===== src/rtl/prng_range_fifo_if.sv =====
// Random-word stream from the xoshiro128++ generator to its consumers.
// The generator drives the word and its valid flag; the consumer pulses src_next to advance it.
interface prng_range_fifo_if;
  logic [31:0] src_data;
  logic        src_valid;
  logic        src_next;

  modport master (output src_data, output src_valid, input src_next);
  modport slave  (input src_data, input src_valid, output src_next);
endinterface


===== src/rtl/prng_range_fifo.sv =====
// Reduces generator words to uniform integers in [0, N) by mask-and-reject sampling.
// Accepted values are buffered in a prefetch FIFO so the bus can read them back-to-back.
module prng_range_fifo #(
  parameter int unsigned DEPTH = 4,
  parameter int unsigned CNT_W = 16
) (
  input  logic                     clk,
  input  logic                     rst_n,
  prng_range_fifo_if.slave         src,
  input  logic                     limit_we,
  input  logic [31:0]              limit_in,
  input  logic                     pop,
  output logic [31:0]              out_data,
  output logic                     out_valid,
  output logic [$clog2(DEPTH):0]   level,
  output logic [CNT_W-1:0]         reject_cnt
);

  localparam int unsigned AW = $clog2(DEPTH);
  localparam int unsigned LW = AW + 1;

  typedef enum logic {S_FILL, S_WAIT} state_e;

  // Smallest all-ones mask covering N-1; N==0 selects the full 32-bit range.
  function automatic logic [31:0] mask_of(input logic [31:0] n);
    logic [31:0] m;
    if (n == 32'd0) return '1;
    m = n - 32'd1;
    m = m | (m >> 1);
    m = m | (m >> 2);
    m = m | (m >> 4);
    m = m | (m >> 8);
    m = m | (m >> 16);
    return m;
  endfunction

  state_e            state_q, state_d;
  logic [31:0]       limit_q;
  logic [31:0]       mask_q;
  logic [31:0]       mem_q [DEPTH];
  logic [AW-1:0]     wr_ptr_q;
  logic [AW-1:0]     rd_ptr_q;
  logic [LW-1:0]     level_q;
  logic [CNT_W-1:0]  rej_q;

  logic [31:0]       cand_c;
  logic              accept_c;
  logic              full_c;
  logic              next_c;
  logic              push_c;
  logic              rej_c;
  logic              pop_c;

  assign cand_c   = src.src_data & mask_q;
  assign accept_c = (limit_q == 32'd0) || (cand_c < limit_q);
  assign full_c   = (level_q == LW'(DEPTH));
  // A limit load owns the cycle, so a simultaneous pop is dropped.
  assign pop_c    = pop && (level_q != '0) && !limit_we;

  // Next-state and per-cycle actions of the draw sequencer.
  always_comb begin
    state_d = state_q;
    next_c  = 1'b0;
    push_c  = 1'b0;
    rej_c   = 1'b0;
    case (state_q)
      S_FILL: begin
        if (!full_c && src.src_valid) begin
          next_c  = 1'b1;
          state_d = S_WAIT;
          if (accept_c) push_c = 1'b1;
          else          rej_c  = 1'b1;
        end
      end
      S_WAIT:  state_d = S_FILL;
      default: state_d = S_FILL;
    endcase
    // WAIT after a load lets the new mask settle before the next evaluation.
    if (limit_we) begin
      state_d = S_WAIT;
      next_c  = 1'b0;
      push_c  = 1'b0;
      rej_c   = 1'b0;
    end
  end

  always_ff @(posedge clk) begin
    if (!rst_n) begin
      state_q  <= S_FILL;
      limit_q  <= 32'd0;
      mask_q   <= '1;
      wr_ptr_q <= '0;
      rd_ptr_q <= '0;
      level_q  <= '0;
      rej_q    <= '0;
    end else if (limit_we) begin
      state_q  <= state_d;
      limit_q  <= limit_in;
      mask_q   <= mask_of(limit_in);
      wr_ptr_q <= '0;
      rd_ptr_q <= '0;
      level_q  <= '0;
      rej_q    <= '0;
    end else begin
      state_q <= state_d;
      if (push_c) wr_ptr_q <= wr_ptr_q + AW'(1);
      if (pop_c)  rd_ptr_q <= rd_ptr_q + AW'(1);
      level_q <= level_q + LW'(push_c) - LW'(pop_c);
      if (rej_c && (rej_q != '1)) rej_q <= rej_q + CNT_W'(1);
    end
  end

  // Storage needs no reset; occupancy is tracked by level_q.
  always_ff @(posedge clk) begin
    if (rst_n && push_c) mem_q[wr_ptr_q] <= cand_c;
  end

  assign src.src_next = rst_n & next_c;
  assign out_valid    = (level_q != '0);
  assign out_data     = out_valid ? mem_q[rd_ptr_q] : 32'd0;
  assign level        = level_q;
  assign reject_cnt   = rej_q;

endmodule


===== src/flat_wrapper.sv =====
// flat-port wrapper written by rule: the top's interface ports become plain ports
module prng_range_fifo_flat 
#(
  parameter int unsigned DEPTH = 4,
  parameter int unsigned CNT_W = 16
)
  (clk, rst_n, limit_we, limit_in, pop, out_data, out_valid, level, reject_cnt, src_src_data, src_src_valid, src_src_next);
  prng_range_fifo_if src_i ();
  input  logic clk;
  input  logic rst_n;
  input  logic limit_we;
  input  logic [31:0] limit_in;
  input  logic pop;
  output logic [31:0] out_data;
  output logic out_valid;
  output logic [$clog2(DEPTH):0] level;
  output logic [CNT_W-1:0] reject_cnt;
  input wire logic [$bits(src_i.src_data)-1:0] src_src_data;
  input wire logic [$bits(src_i.src_valid)-1:0] src_src_valid;
  output wire logic [$bits(src_i.src_next)-1:0] src_src_next;
  assign src_i.src_data = src_src_data;
  assign src_i.src_valid = src_src_valid;
  assign src_src_next = src_i.src_next;
  prng_range_fifo #(.DEPTH(DEPTH), .CNT_W(CNT_W)) u_core (.clk(clk), .rst_n(rst_n), .src(src_i), .limit_we(limit_we), .limit_in(limit_in), .pop(pop), .out_data(out_data), .out_valid(out_valid), .level(level), .reject_cnt(reject_cnt));
endmodule

===== config.mk =====
export PLATFORM = sky130hd
export DESIGN_NAME = prng_range_fifo_flat
export DESIGN_NICKNAME = d
export VERILOG_FILES = /design/src/rtl/prng_range_fifo_if.sv /design/src/rtl/prng_range_fifo.sv /design/src/flat_wrapper.sv
export SDC_FILE = /design/constraint.sdc
export NUM_CORES = 1
export LEC_CHECK = 0
export CAP_MARGIN = 30
export CORE_AREA = 3 3 158 236
export CTS_BUF_LIST = sky130_fd_sc_hd__clkbuf_4 sky130_fd_sc_hd__clkbuf_8 sky130_fd_sc_hd__clkbuf_16
export DETAILED_ROUTE_END_ITERATION = 10
export DIE_AREA = 0 0 161 239
export GPL_TIMING_DRIVEN = 0
export PLACE_DENSITY = 0.49
export SYNTH_ARGS = -nofsm -noshare
export SYNTH_HDL_FRONTEND = slang
export SYNTH_SLANG_ARGS = --single-unit

===== constraint.sdc =====
create_clock -name clk -period 3.7 [get_ports clk]
set_clock_uncertainty 0.1 [all_clocks]
set_input_delay 0.37 -clock clk [delete_from_list [all_inputs] [get_ports clk]]
set_output_delay 0.37 -clock clk [all_outputs]
set_load 0.03 [all_outputs]

Yosys cells after proc, flatten, opt, wreduce, memory -nomap -nowiden
Memories as Yosys holds them, arrays and structs flattened. A register that Yosys moved wholly into a read port is not among the register bits.
Cells that the tools add are included.
{"block": "op_classes", "order_cmp": 1, "n_bitwise": 9, "n_eq_ne": 2, "muxes": 23, "addsub": 6, "reduce_logical": 12}
{"cell": "two-way mux 32 bit", "n": 3}
{"cell": "zero test 32 bit", "n": 2}
{"cell": "AND 32 bit", "n": 1}
{"cell": "< comparator 32 bit", "n": 1}
{"cell": "bitwise OR 32 x 16 -> 32 bit", "n": 1}
{"cell": "bitwise OR 32 x 24 -> 32 bit", "n": 1}
{"cell": "bitwise OR 32 x 28 -> 32 bit", "n": 1}
{"cell": "bitwise OR 32 x 30 -> 32 bit", "n": 1}
{"cell": "bitwise OR 32 x 31 -> 32 bit", "n": 1}
{"cell": "subtractor 32 x 1 -> 32 bit (second input constant)", "n": 1}
{"cell": "two-way mux 1 bit", "n": 17}
{"cell": "adder 16 x 1 -> 16 bit (second input constant)", "n": 1}
{"cell": "!= test 16 bit (second input constant)", "n": 1}
{"cell": "logical AND 1 bit", "n": 5}
{"cell": "adder 2 x 1 -> 2 bit (second input constant)", "n": 2}
{"cell": "two-way mux 2 bit", "n": 2}
{"cell": "adder 3 x 1 -> 3 bit", "n": 1}
{"cell": "equality test 3 bit (second input constant)", "n": 1}
{"cell": "nonzero test 3 bit", "n": 1}
{"cell": "subtractor 3 x 1 -> 3 bit", "n": 1}
{"cell": "zero test 1 bit", "n": 2}
{"cell": "NOT 1 bit", "n": 2}
{"cell": "one-hot mux 1 bit (2 select lines)", "n": 1}
{"cell": "OR reduction 2 bit", "n": 1}
{"cell": "2 further kinds", "n": 2}
{"block": "totals", "reg_bits": 88, "n_memories": 1, "out_inout_bits": 53, "ramBits": 128, "wordCells": 61, "inputBits": 69}
{"memory": "u_core.mem_q", "depth": 4, "word_bits": 32, "read_ports": 1, "rd_ports_with_merged_regs": 1, "write_ports": 1, "line_no": "prng_range_fifo.sv:40", "source": "logic [31:0] mem_q [DEPTH];"}

Logic depth before layout (Yosys ltp)
Gate-level depths: netlist of run 1.
{"block": "logic_depth", "word_depth": 10, "depth_mapped": 14}

Worst setup path before layout of run 1
No wires, ideal clock.
{"block": "synth_timing", "kind": "input -> register", "start": "input port src_src_data[10]", "end": "memory u_core.mem_q[0][0] (enable)", "setup_time_ps": 392, "t_arrival_ps": 3082, "slack_ps": 126, "stages": 10, "cell_sequence": "and2_1 > ha_1 > a21o_1 > a2111oi_0 > o31ai_1 > nand2_1 > a31o_2 > clkbuf_1 > clkbuf_1 > and3_1"}
{"block": "synth_between", "elab_chain_len": 10}
{"item": "start, declared", "line_no": "flat_wrapper.sv:18", "source": "input wire logic [$bits(src_i.src_data)-1:0] src_src_data;"}
{"item": "AND 32 bit", "line_no": "prng_range_fifo.sv:54", "source": "assign cand_c = src.src_data & mask_q;"}
{"item": "< comparator 32 bit", "line_no": "prng_range_fifo.sv:55", "source": "assign accept_c = (limit_q == 32'd0) || (cand_c < limit_q);"}
{"item": "logical OR 1 bit", "line_no": "prng_range_fifo.sv:55"}
{"item": "two-way mux 1 bit", "line_no": "prng_range_fifo.sv:71", "source": "if (accept_c) push_c = 1'b1;"}
{"item": "two-way mux 1 bit", "line_no": "prng_range_fifo.sv:68", "source": "if (!full_c && src.src_valid) begin"}
{"item": "two-way mux 1 bit", "line_no": "prng_range_fifo.sv:66", "source": "case (state_q)"}
{"item": "two-way mux 1 bit", "line_no": "prng_range_fifo.sv:79", "source": "if (limit_we) begin"}
{"item": "logical AND 1 bit", "line_no": "prng_range_fifo.sv:115", "source": "if (rst_n && push_c) mem_q[wr_ptr_q] <= cand_c;"}
{"item": "two-way mux 1 bit", "line_no": "prng_range_fifo.sv:115"}
{"item": "two-way mux 1 bit (implied by the code)", "line_no": "prng_range_fifo.sv:115"}
{"item": "end, declared", "line_no": "prng_range_fifo.sv:40"}
Every way passes these cells.

==> results of run 1 <==
==> power groups by stage <==
| stage | clock network (mW) | logic, mW | registers, mW |
|---|---|---|---|
| 6_report | 2.28 | 0.507 | 2.62 |
| 5_1_grt | 2.43 | 0.564 | 2.62 |
| 4_1_cts | 2.33 | 0.515 | 2.62 |
| 3_5_place_dp | 0 | 0.512 | 2.68 |
| 3_3_place_gp | 0 | 0.502 | 2.68 |
| 2_1_floorplan | 0 | 0.288 | 2.67 |
==> logic make-up after synthesis <==
| group | share of synthesized area (%) |
|---|---|
| AND/OR/NAND/NOR | 17.53 |
| buffers and inverters | 3.426 |
| flip-flops | 53.49 |
| XOR/XNOR | 1.825 |
| multiplexers | 9.863 |
| AO/OA/AOI/OAI | 8.820 |
| adder cells (fa/ha/maj) | 5.050 |
==> flip-flops by register name, summed over array words and instances, names as in the netlist, named ones only <==
register / count
u_core.level: 3
u_core.limit_q: 32
u_core.mask_q: 32
u_core.mem_q: 128
u_core.rd_ptr_q: 2
u_core.reject_cnt: 16
u_core.state_q: 1
u_core.wr_ptr_q: 2
==> repair_timing <==
action                                  CTS  global route
pin swaps                                 1             1
gates resized for setup                   9             4
buffers inserted                          0             2
endpoints found under the setup margin  167           137
==> worst max-delay path by stage <==
stage / start / endpoint / slack [ns] / depth (start not counted)
after floorplan: src_src_data[10] / u_core.mem_q[0][0] / 0.13 / 10
after global placement: src_src_data[10] / u_core.mem_q[1][5] / -1.82 / 11
after detailed placement: src_src_data[10] / u_core.mem_q[1][4] / -0.68 / 12
after CTS: limit_in[0] / u_core.mask_q[1] / 0.001 / 11
after global routing: flop / out_data[30] / 0.02 / 5
final: flop / out_data[15] / 0.24 / 5
==> final cells by class <==
| class | count | area share (%) |
|---|---|---|
| inverter | 46 | 1.310 |
| sequential | 218 | 42.82 |
| clock buffer | 29 | 4.755 |
| antenna | 2 | 0.03797 |
| multi-input combinational | 586 | 34.71 |
| tap | 473 | 4.489 |
| clock inverter | 11 | 0.8447 |
| timing repair buffer | 121 | 9.434 |
| buffer | 45 | 1.595 |
==> worst max-delay path: cells and delay by family, from the launching register on <==
kind / cells / cell delay [ns]
buffers and inverters: 3 / 1.44
AND/OR/NAND/NOR: 1 / 0.15
flip-flops: 1 / 0.30
multiplexers: 1 / 0.58
==> metrics by stage <==
| stage | worst slack (ns) | power, mW | util [%] |
|---|---|---|---|
| floorplan | 0.1259 | 2.954 | - |
| global placement | -1.820 | 3.178 | 34.80 |
| detailed placement | -0.6785 | 3.188 | 35.07 |
| CTS | 0.001377 | 5.469 | 37.24 |
| global route | 0.02135 | 5.615 | 37.33 |
| finish | 0.2435 | 5.405 | 37.33 |
==> per-layer routing <==
metal	wire (microns)	vias to the layer above
li1	-	3637
met1	11980	3588
met2	15530	152
met3	1011	31
met4	653	0
met5	0	-
==> synth_stat cells, types with 25 or more instances <==
| cell type | number | share of area, % |
|---|---|---|
| edfxtp_1 | 128 | 36 |
| dfxtp_1 | 90 | 17 |
| nor2b_1 | 67 | 4.0 |
| nor2_1 | 58 | 2.1 |
| inv_1 | 46 | 1.6 |
| a21oi_1 | 44 | 2.1 |
| ha_1 | 41 | 4.9 |
| and2_1 | 37 | 2.2 |
| clkbuf_1 | 35 | 1.2 |
| mux2i_1 | 32 | 3.0 |
| mux4_2 | 32 | 6.8 |
| nand2_1 | 25 | 0.89 |
==> out/results.md, run 1 <==
| Item | This run | Unit |
| --- | --- | --- |
| Static leakage | 4.278 | nW |
| RSZ-0062 raised after global routing | false | - |
| Maximum fanout along the worst path | 10 | - |
| Total vias in the final route | 7408 | - |
| Path class of the lowest-slack min-delay path | in2reg | - |
| Series of cell instances along the critical path | clkbuf_1 > clkdlybuf4s15_2 > mux4_2 > nor2b_1 > clkdlybuf4s50_1 | - |
| Storage cell area | 5645 | sq um |
| Main flop type after synthesis | edfxtp_1 | - |
| Met3 usage | 1.889 | % |
| Slowest stage cell, crit path | clkdlybuf4s50_1 | - |
| Number of cells on the worst hold path | 3 | - |
| Area taken by multi-input logic gates | 4576 | sq um |
| Met1 Usage GRT | 17.97 | % |
| Final-layout fill cell count | 3531 | - |
| Area Growth Syn to Fin | 24.89 | % |
| Number of enable-type register cells in the synthesized netlist | 128 | - |
| Post-synth cell types | 64 | - |
| Number of synthesized register bits | 218 | - |
| # Max-Cap Violations | 0 | - |
| Total Neg Setup Slack | 0 | ns |
| Maximum resistive drop on vdd | 0.0002411 | V |
| Count of unresolved DRC violations after routing | 0 | - |
| R2R cell count | 14 | - |
| Worst R2R End | u_core.level[2] | - |
| Endpoint required time on the critical path | 3.23 | ns |
| Worst hold path endpoint | u_core.limit_q[9] | - |
| CTS tree | built | - |
| Finished Layout Cells | 1531 | - |
| Number of instances in the placed design | 1488 | - |
| Minimum clock period after layout | 3.456 | ns |
| Combined area of all synthesized cells | 10560 | sq um |
| Least-Margin Pin Slew | 0.8285 | ns |
| Part of the total power dissipated in combinational logic | 9.4 | % |
| Sequential group share of total power | 48.5 | % |
| Die outline width | 161 | microns |
| Overall overflow remaining after global route | 0 | - |
| Maximum buffer depth of the clock tree | 3 | - |
| Slew HR | 44.77 | % |
| Area enclosed by the die boundary | 38480 | sq um |
| Total number of yosys warnings | 0 | - |
| Worst R2R Start | u_core.mask_q[1] | - |
| Routing usage on met2 | 27.77 | % |
| Maximum number of pins on one net before global-route repair | 32 | - |
| Pre-Repair DR Iteration Count | 5 | - |
| Cell at the root of the clock tree | clkbuf_16 | - |
| Internal reg-to-reg setup slack | 0.31 | ns |
| Starting DRC count in detailed routing | 403 | - |
| CTS Hold Buffers Added | 0 | - |
| Via count of the first global-routing pass | 7522 | - |
| CP endpoint kind | primary output | - |
| Highest-utilization routing layer at the global route stage | met2 | - |
| Critical path type | reg2out | - |
| WP data arrival | 2.99 | ns |
| Area inside the core boundary | 35310 | sq um |
| Switching power | 1.254 | mW |
| Async set-or-reset flop fraction in the synthesized netlist | 0 | % |
| Clk sink count | 218 | - |
| Slowest cell delay on critical path | 0.61 | ns |
| Power share of the clock group | 42.1 | % |
| Antenna Violating Nets Remaining | 0 | - |
| Post-synth net total | 1007 | - |
| Die Height | 239 | microns |
| Number of pins exceeding their max-slew limit in the final report | 0 | - |
| Share of final-layout standard cells stronger than drive strength 1 | 9.943 | % |
| Highest clock rate | 289.3 | MHz |
| Startpoint of the worst hold path | limit_in[9] | - |
| Syn_area_per_cell | 11.78 | sq um |
| WL per Instance | 19.05 | microns |
| Clock latency at the later pin of the worst-skew pair | 0.51 | ns |
| Overall track demand over capacity in global routing | 14.96 | % |
| Post-DR vias/cell | 4.839 | - |
| Final GP Congestion | 0.7970 | - |
| Final Hold Slack | 0.1671 | ns |
| Total of buffers placed on input and output ports | 114 | - |
| Internal power | 4.151 | mW |
| Period utilisation layout | 93.42 | % |
| Commonest non-fill, non-tap cell in the layout | edfxtp_1 | - |
| Critical Path Start Type | flop | - |
| Initial core utilization | 29.89 | % |
| Routed wire length | 29170 | microns |
| Clock slew seen by the registers of the worst setup and hold paths | 0.06 | ns |
| I/O pin total | 122 | - |
| Number of nets at the end of the flow | 1151 | - |
| Pwr Density | 410.0 | nW/um^2 |
| Result of the run | finished clean | - |
| Number of buffers inserted during clock tree synthesis | 22 | - |
| Number of endpoints failing setup at the final stage | 0 | - |
| Post-DP HPWL | 22100 | microns |
| Number of failing hold endpoints at the final stage | 0 | - |
| Design area | 13180 | sq um |
| Global-route wire length before repair | 44910 | microns |
| Number of standard cells after synthesis | 896 | - |
| Cell area reported after detailed placement | 12390 | sq um |
| Antenna violations before repair | 2 | - |
| Number of rows in the core area | 84 | - |
| H-tree depth | 1 | - |
| Commonest cells after routing, fill and taps aside | edfxtp_1 (128), clkdlybuf4s50_1 (114), dfxtp_1 (90) | - |
| Sequential-to-total area share from yosys stat | 53.49 | % |
| Switching part of the total | 23.19 | % |
No activity file was read; power rests on OpenSTA's default activity.
==> inputs of run 2 (changes only) <==
--- a/config.mk
+++ b/config.mk
@@ -7,11 +7,11 @@
 export LEC_CHECK = 0
 export CAP_MARGIN = 30
 export CORE_AREA = 3 3 158 236
-export CTS_BUF_LIST = sky130_fd_sc_hd__clkbuf_4 sky130_fd_sc_hd__clkbuf_8 sky130_fd_sc_hd__clkbuf_16
 export DETAILED_ROUTE_END_ITERATION = 10
 export DIE_AREA = 0 0 161 239
 export GPL_TIMING_DRIVEN = 0
 export PLACE_DENSITY = 0.49
+export REMOVE_ABC_BUFFERS = 1
 export SYNTH_ARGS = -nofsm -noshare
 export SYNTH_HDL_FRONTEND = slang
 export SYNTH_SLANG_ARGS = --single-unit
==> out/results.md, run 2 (same netlist as run 1, synthesis figures left out) <==
| Item | This run | Unit | vs previous |
| --- | --- | --- | --- |
| Result of the run | finished clean | - |  |
| RSZ-0062 raised after global routing | false | - |  |
| Number of nets at the end of the flow | 1122 | - | -2.5% |
| Least-Margin Pin Slew | 0.8997 | ns | +0.07129 ns |
| Antenna violations before repair | 1 | - | -1 |
| Share of final-layout standard cells stronger than drive strength 1 | 9.922 | % | -0.021 points |
| Number of pins exceeding their max-slew limit in the final report | 0 | - | unchanged |
| Clk sink count | 218 | - | unchanged |
| Count of unresolved DRC violations after routing | 0 | - | unchanged |
| Total of buffers placed on input and output ports | 121 | - | +6.1% |
| Largest registers | u_core.mem_q x128, u_core.limit_q x32, u_core.mask_q x32 | - |  |
| Number of rows in the core area | 84 | - | unchanged |
| Static leakage | 4.276 | nW | about the same |
| Total vias in the final route | 7265 | - | -1.9% |
| Area Growth Syn to Fin | 24.85 | % | about the same |
| Final GP Congestion | 0.7669 | - | -3.8% |
| Area enclosed by the die boundary | 38480 | sq um | unchanged |
| Design area | 13180 | sq um | about the same |
| Slowest stage cell, crit path | a31oi_1 | - |  |
| Number of failing hold endpoints at the final stage | 0 | - | unchanged |
| Die Height | 239 | microns | unchanged |
| Starting DRC count in detailed routing | 334 | - | -17% |
| Clock latency at the later pin of the worst-skew pair | 0.53 | ns | +0.02 ns |
| Storage cell area | 5648 | sq um | about the same |
| Pwr Density | 404.8 | nW/um^2 | -1.3% |
| Path class of the lowest-slack min-delay path | reg2reg | - |  |
| Buffers and inverters on the worst path | 1 | - | -2 |
| WP data arrival | 3.76 | ns | +0.77 ns |
| Overall overflow remaining after global route | 0 | - | unchanged |
| Slew HR | 40.02 | % | -4.8 points |
| Post-DP HPWL | 20990 | microns | -5.0% |
| Post-DR vias/cell | 4.834 | - | -0.10% |
| Highest clock rate | 291.2 | MHz | +0.67% |
| Antenna Violating Nets Remaining | 0 | - | unchanged |
| Critical Path Start Type | flop | - |  |
| Period utilisation layout | 92.80 | % | -0.62 points |
| Final Worst Setup Slack | 0.2664 | ns | +0.02292 ns |
| CP endpoint kind | flop | - |  |
| Pre-Repair DR Iteration Count | 4 | - | -1 |
| Maximum buffer depth of the clock tree | 3 | - | unchanged |
| H-tree depth | 1 | - | unchanged |
| Pwr Total | 5.334 | mW | -1.3% |
| Global-route wire length before repair | 44940 | microns | about the same |
| Commonest non-fill, non-tap cell in the layout | edfxtp_1 | - |  |
| Initial core utilization | 29.89 | % | unchanged |
| Flip-flop count of the largest register, all copies and words added | 128 | - | unchanged |
| I/O pin total | 122 | - | unchanged |
| CTS Hold Buffers Added | 0 | - | unchanged |
| Via count of the first global-routing pass | 7569 | - | +0.62% |
| Area inside the core boundary | 35310 | sq um | unchanged |
| Commonest cells after routing, fill and taps aside | edfxtp_1 (128), clkdlybuf4s50_1 (119), dfxtp_1 (88) | - |  |
| Critical path type | reg2reg | - |  |
| Minimum clock period after layout | 3.434 | ns | -0.02292 ns |
| Area taken by multi-input logic gates | 4598 | sq um | +0.49% |
| WL per Instance | 19.33 | microns | +1.4% |
| # Max-Cap Violations | 0 | - | unchanged |
| Overall track demand over capacity in global routing | 15.12 | % | +0.15 points |
| CTS tree | built | - |  |
| Maximum fanout along the worst path | 5 | - | -5 |
| Slowest cell delay on critical path | 0.56 | ns | -0.05 ns |
| Routed wire length | 29050 | microns | -0.41% |
| End-of-flow core utilization | 37.32 | % | about the same |
| Cell area reported after detailed placement | 12400 | sq um | +0.14% |
| Number of endpoints failing setup at the final stage | 0 | - | unchanged |
| Maximum resistive drop on vdd | 0.0003579 | V | +48% |
| Number of buffers inserted during clock tree synthesis | 23 | - | +4.5% |
| Final-layout fill cell count | 3556 | - | +0.71% |
| Die outline width | 161 | microns | unchanged |
| Series of cell instances along the critical path | and2_1 > ha_1 > nand4_1 > nor4_2 > o211ai_1 > a31oi_1 > nor2_1 > ha_1 > inv_1 > fa_1 > xor2_1 > xnor2_1 > nor2_1 | - |  |
| Largest register by flop count | u_core.mem_q | - |  |
| Kind of cell adding the most delay to the critical path | simple AND/OR/NAND/NOR gates | - |  |
| Cell at the root of the clock tree | clkbuf_16 | - |  |
| Endpoint required time on the critical path | 4.03 | ns | +0.80 ns |
| Worst slack at placement | -0.7334 | ns | -0.05492 ns |
| Maximum number of pins on one net before global-route repair | 38 | - | +19% |
| Clock slew seen by the registers of the worst setup and hold paths | 0.07 | ns | about the same |
-- run 2: cell types whose count changed in the layout (fill, tap and decap cells not counted), moves of 3 or more --
| cell | change |
|---|---|
| clkdlybuf4s15_2 | -3 |
| and3_2 | -4 |
| clkdlybuf4s50_1 | +5 |
| clkbuf_1 | -27 |
| clkinv_2 | +4 |
| clkbuf_4 | -5 |
| clkbuf_2 | -3 |
| and3_4 | +4 |
-- run 2: worst paths after layout --
path                                   startpoint  depth (start not counted)           endpoint  slack (ns)
worst max-delay path            u_core.mask_q[28]                         13    u_core.level[2]        0.27
worst min-delay path            u_core.mask_q[31]                          1  u_core.mask_q[31]        0.36
worst max register to register  u_core.mask_q[28]                         13    u_core.level[2]        0.27
worst min register to register  u_core.mask_q[31]                          1  u_core.mask_q[31]        0.36
-- run 2: cell type report --
type,instances,share of cell area (%)
clock buffers,29,4.615
repair buffers,136,11.02
diodes,2,0.03798
well taps,473,4.491
multi-input cells,586,34.89
inverters,46,1.310
flip-flops and latches,218,42.86
clock inverters,13,0.7691
-- run 2: routing by layer --
metal	track usage [%]	share of wire (%)
met1	18.19	41
met2	27.78	53
met3	2.357	4.2
met4	4.461	2.3
met5	0	0.028
-- run 2: worst register-to-register path: stages, from the launching register on --
cell,delay [ns]
dfxtp_1,0.33
and2_1,0.21
ha_1,0.33
nand4_1,0.18
nor4_2,0.53
o211ai_1,0.22
a31oi_1,0.56
nor2_1,0.09
ha_1,0.20
inv_1,0.06
fa_1,0.17
xor2_1,0.17
xnor2_1,0.14
nor2_1,0.05
-- run 2: power by group --
part	total [mW]	switching, mW	internal, mW
Combinational	0.504	0.284	0.220
Clock	2.21	0.966	1.24
Sequential	2.62	0.0227	2.60
Total	5.33	1.27	4.06
-- run 2: what timing repair did --
action | CTS | global route
buffers inserted | 0 | 2
pin swaps | 1 | 1
resized for setup | 5 | 6
setup endpoints to repair | 84 | 132
-- run 2: per-stage QoR --
stage | std cells | hold slack [ns] | setup TNS [ns]
after detailed placement | 1456 | 0.3493 | -88.98
after floorplan | 850 | 0.3317 | -0.5204
after global routing | 1501 | 0.3911 | 0
final | 1503 | 0.3609 | 0
after CTS | 1498 | 0.3644 | -3.923
after global placement | 1444 | 0.3446 | -568.34
==> inputs of run 3 (changes only) <==
--- a/config.mk
+++ b/config.mk
@@ -11,7 +11,6 @@
 export DIE_AREA = 0 0 161 239
 export GPL_TIMING_DRIVEN = 0
 export PLACE_DENSITY = 0.49
-export REMOVE_ABC_BUFFERS = 1
 export SYNTH_ARGS = -nofsm -noshare
 export SYNTH_HDL_FRONTEND = slang
 export SYNTH_SLANG_ARGS = --single-unit
==> out/results.md, run 3 (same netlist as run 1, synthesis figures left out) <==
| Item | This run | Unit | vs previous |
| --- | --- | --- | --- |
| Result of the run | finished clean | - |  |
| Clock slew seen by the registers of the worst setup and hold paths | 0.06 | ns | about the same |
| I/O pin total | 122 | - | unchanged |
| Antenna Violating Nets Remaining | 0 | - | unchanged |
| Total of buffers placed on input and output ports | 114 | - | -5.8% |
| Share of final-layout standard cells stronger than drive strength 1 | 9.470 | % | -0.45 points |
| Maximum buffer depth of the clock tree | 3 | - | unchanged |
| Die outline width | 161 | microns | unchanged |
| Final Worst Setup Slack | 0.2402 | ns | -0.02621 ns |
| CP endpoint kind | primary output | - |  |
| Number of pins exceeding their max-slew limit in the final report | 0 | - | unchanged |
| Path class of the lowest-slack min-delay path | in2reg | - |  |
| Cell at the root of the clock tree | clkbuf_16 | - |  |
| Highest clock rate | 289.0 | MHz | -0.76% |
| Starting DRC count in detailed routing | 434 | - | +30% |
| Largest register by flop count | u_core.mem_q | - |  |
| Post-DR vias/cell | 4.827 | - | -0.14% |
| Worst slack at placement | -0.6785 | ns | +0.05492 ns |
| Slew HR | 44.64 | % | +4.6 points |
| Die Height | 239 | microns | unchanged |
| Maximum resistive drop on vdd | 0.0002411 | V | -33% |
| Cell area reported after detailed placement | 12390 | sq um | -0.14% |
| Period utilisation layout | 93.51 | % | +0.71 points |
| Flip-flop count of the largest register, all copies and words added | 128 | - | unchanged |
| Static leakage | 4.261 | nW | -0.36% |
| Count of unresolved DRC violations after routing | 0 | - | unchanged |
| Largest registers | u_core.mem_q x128, u_core.limit_q x32, u_core.mask_q x32 | - |  |
| Routed wire length | 29120 | microns | +0.23% |
| Overall overflow remaining after global route | 0 | - | unchanged |
| Total Neg Setup Slack | 0 | ns | unchanged |
| Clock latency at the later pin of the worst-skew pair | 0.51 | ns | -0.02 ns |
| Area Growth Syn to Fin | 24.72 | % |  |
| Minimum clock period after layout | 3.460 | ns | +0.02620 ns |
| Global-route wire length before repair | 44900 | microns | about the same |
| Maximum number of pins on one net before global-route repair | 32 | - | -16% |
| Slowest stage cell, crit path | clkdlybuf4s50_1 | - |  |
| Area enclosed by the die boundary | 38480 | sq um | unchanged |
| Maximum fanout along the worst path | 10 | - | +5 |
| Design area | 13160 | sq um | -0.10% |
| CTS Hold Buffers Added | 0 | - | unchanged |
| Number of rows in the core area | 84 | - | unchanged |
| H-tree depth | 1 | - | unchanged |
| Number of instances in the placed design | 1488 | - | +2.2% |
| Startpoint of the worst hold path | limit_in[9] | - |  |
| Overall track demand over capacity in global routing | 14.96 | % | -0.16 points |
| Critical Path Start Type | flop | - |  |
| Initial core utilization | 29.89 | % | unchanged |
| Number of buffers inserted during clock tree synthesis | 22 | - | -4.3% |
| Via count of the first global-routing pass | 7512 | - | -0.75% |
| Internal reg-to-reg setup slack | 0.31 | ns | +0.04 ns |
| # Max-Cap Violations | 0 | - | unchanged |
| Endpoint required time on the critical path | 3.23 | ns | -0.80 ns |
| RSZ-0062 raised after global routing | false | - |  |
| Clk sink count | 218 | - | unchanged |
| Antenna violations before repair | 2 | - | +1 |
| Critical path type | reg2out | - |  |
| End-of-flow core utilization | 37.28 | % | -0.039 points |
| Total vias in the final route | 7390 | - | +1.7% |
| Series of cell instances along the critical path | clkbuf_1 > clkdlybuf4s15_2 > mux4_2 > nor2b_1 > clkdlybuf4s50_1 | - |  |
| Final GP Congestion | 0.7970 | - | +3.9% |
| Worst R2R Start | u_core.mask_q[1] | - |  |
| Commonest cells after routing, fill and taps aside | edfxtp_1 (128), clkdlybuf4s50_1 (114), dfxtp_1 (90) | - |  |
| Post-DP HPWL | 22100 | microns | +5.3% |
| WP data arrival | 2.99 | ns | -0.77 ns |
| Pwr Density | 407.7 | nW/um^2 | +0.73% |
| Commonest non-fill, non-tap cell in the layout | edfxtp_1 | - |  |
| Finished Layout Cells | 1531 | - | +1.9% |
| Final Hold Slack | 0.1723 | ns | -0.1886 ns |
| Pwr Total | 5.367 | mW | +0.62% |
| WL per Instance | 19.02 | microns | -1.6% |
| Least-Margin Pin Slew | 0.8305 | ns | -0.06929 ns |
| Slowest cell delay on critical path | 0.61 | ns | +0.05 ns |
| Number of endpoints failing setup at the final stage | 0 | - | unchanged |
| Area inside the core boundary | 35310 | sq um | unchanged |
| Number of nets at the end of the flow | 1151 | - | +2.6% |
| Pre-Repair DR Iteration Count | 5 | - | +1 |
| Number of failing hold endpoints at the final stage | 0 | - | unchanged |
| Final-layout fill cell count | 3536 | - | -0.56% |
| CTS tree | built | - |  |
## run 3: final cells by class
cell class / count / area (sq um) / area share, %
Sequential cell: 218 / 5645 / 42.89
Multi-Input combinational cell: 586 / 4576 / 34.76
Timing Repair Buffer: 121 / 1244 / 9.448
Clock buffer: 29 / 608.1 / 4.619
Tap cell: 473 / 591.8 / 4.496
Buffer: 45 / 210.2 / 1.597
Inverter: 46 / 172.7 / 1.312
Clock inverter: 11 / 111.4 / 0.8459
Antenna cell: 2 / 5.005 / 0.03802
## run 3: where the power goes
| part | switching (mW) | internal (mW) | leakage, nW |
|---|---|---|---|
| logic | 0.294 | 0.213 | 2.03 |
| registers | 0.0248 | 2.60 | 1.89 |
| clock network | 0.934 | 1.30 | 0.343 |
## run 3: final timing paths
kind                                          end  cells after the start
worst max register to register    u_core.level[2]                     14
worst min-delay path            u_core.limit_q[9]                      3
worst min register to register  u_core.mask_q[22]                      1
worst max-delay path                 out_data[30]                      5
## run 3: timing repair
item / in CTS / in global routing
resized for setup: 9 / 4
endpoints found under the setup margin: 167 / 137
buffers inserted: 0 / 2
pin swaps: 1 / 1
## run 3: worst max-delay path, delay by kind of cell, from the launching register on
family                 cells  cell delay [ns]
buffers and inverters      3             1.44
AND/OR/NAND/NOR            1             0.15
flip-flops                 1             0.30
multiplexers               1             0.58
## run 3: routing by layer
metal  up-vias  global-route usage (%)  share of wire (%)
li1       3643                       -                  -
met3        29                   1.855                3.3
met5         -                       0                  0
met4         0                   4.461                2.1
met1      3567                   17.99                 41
met2       151                   27.83                 53
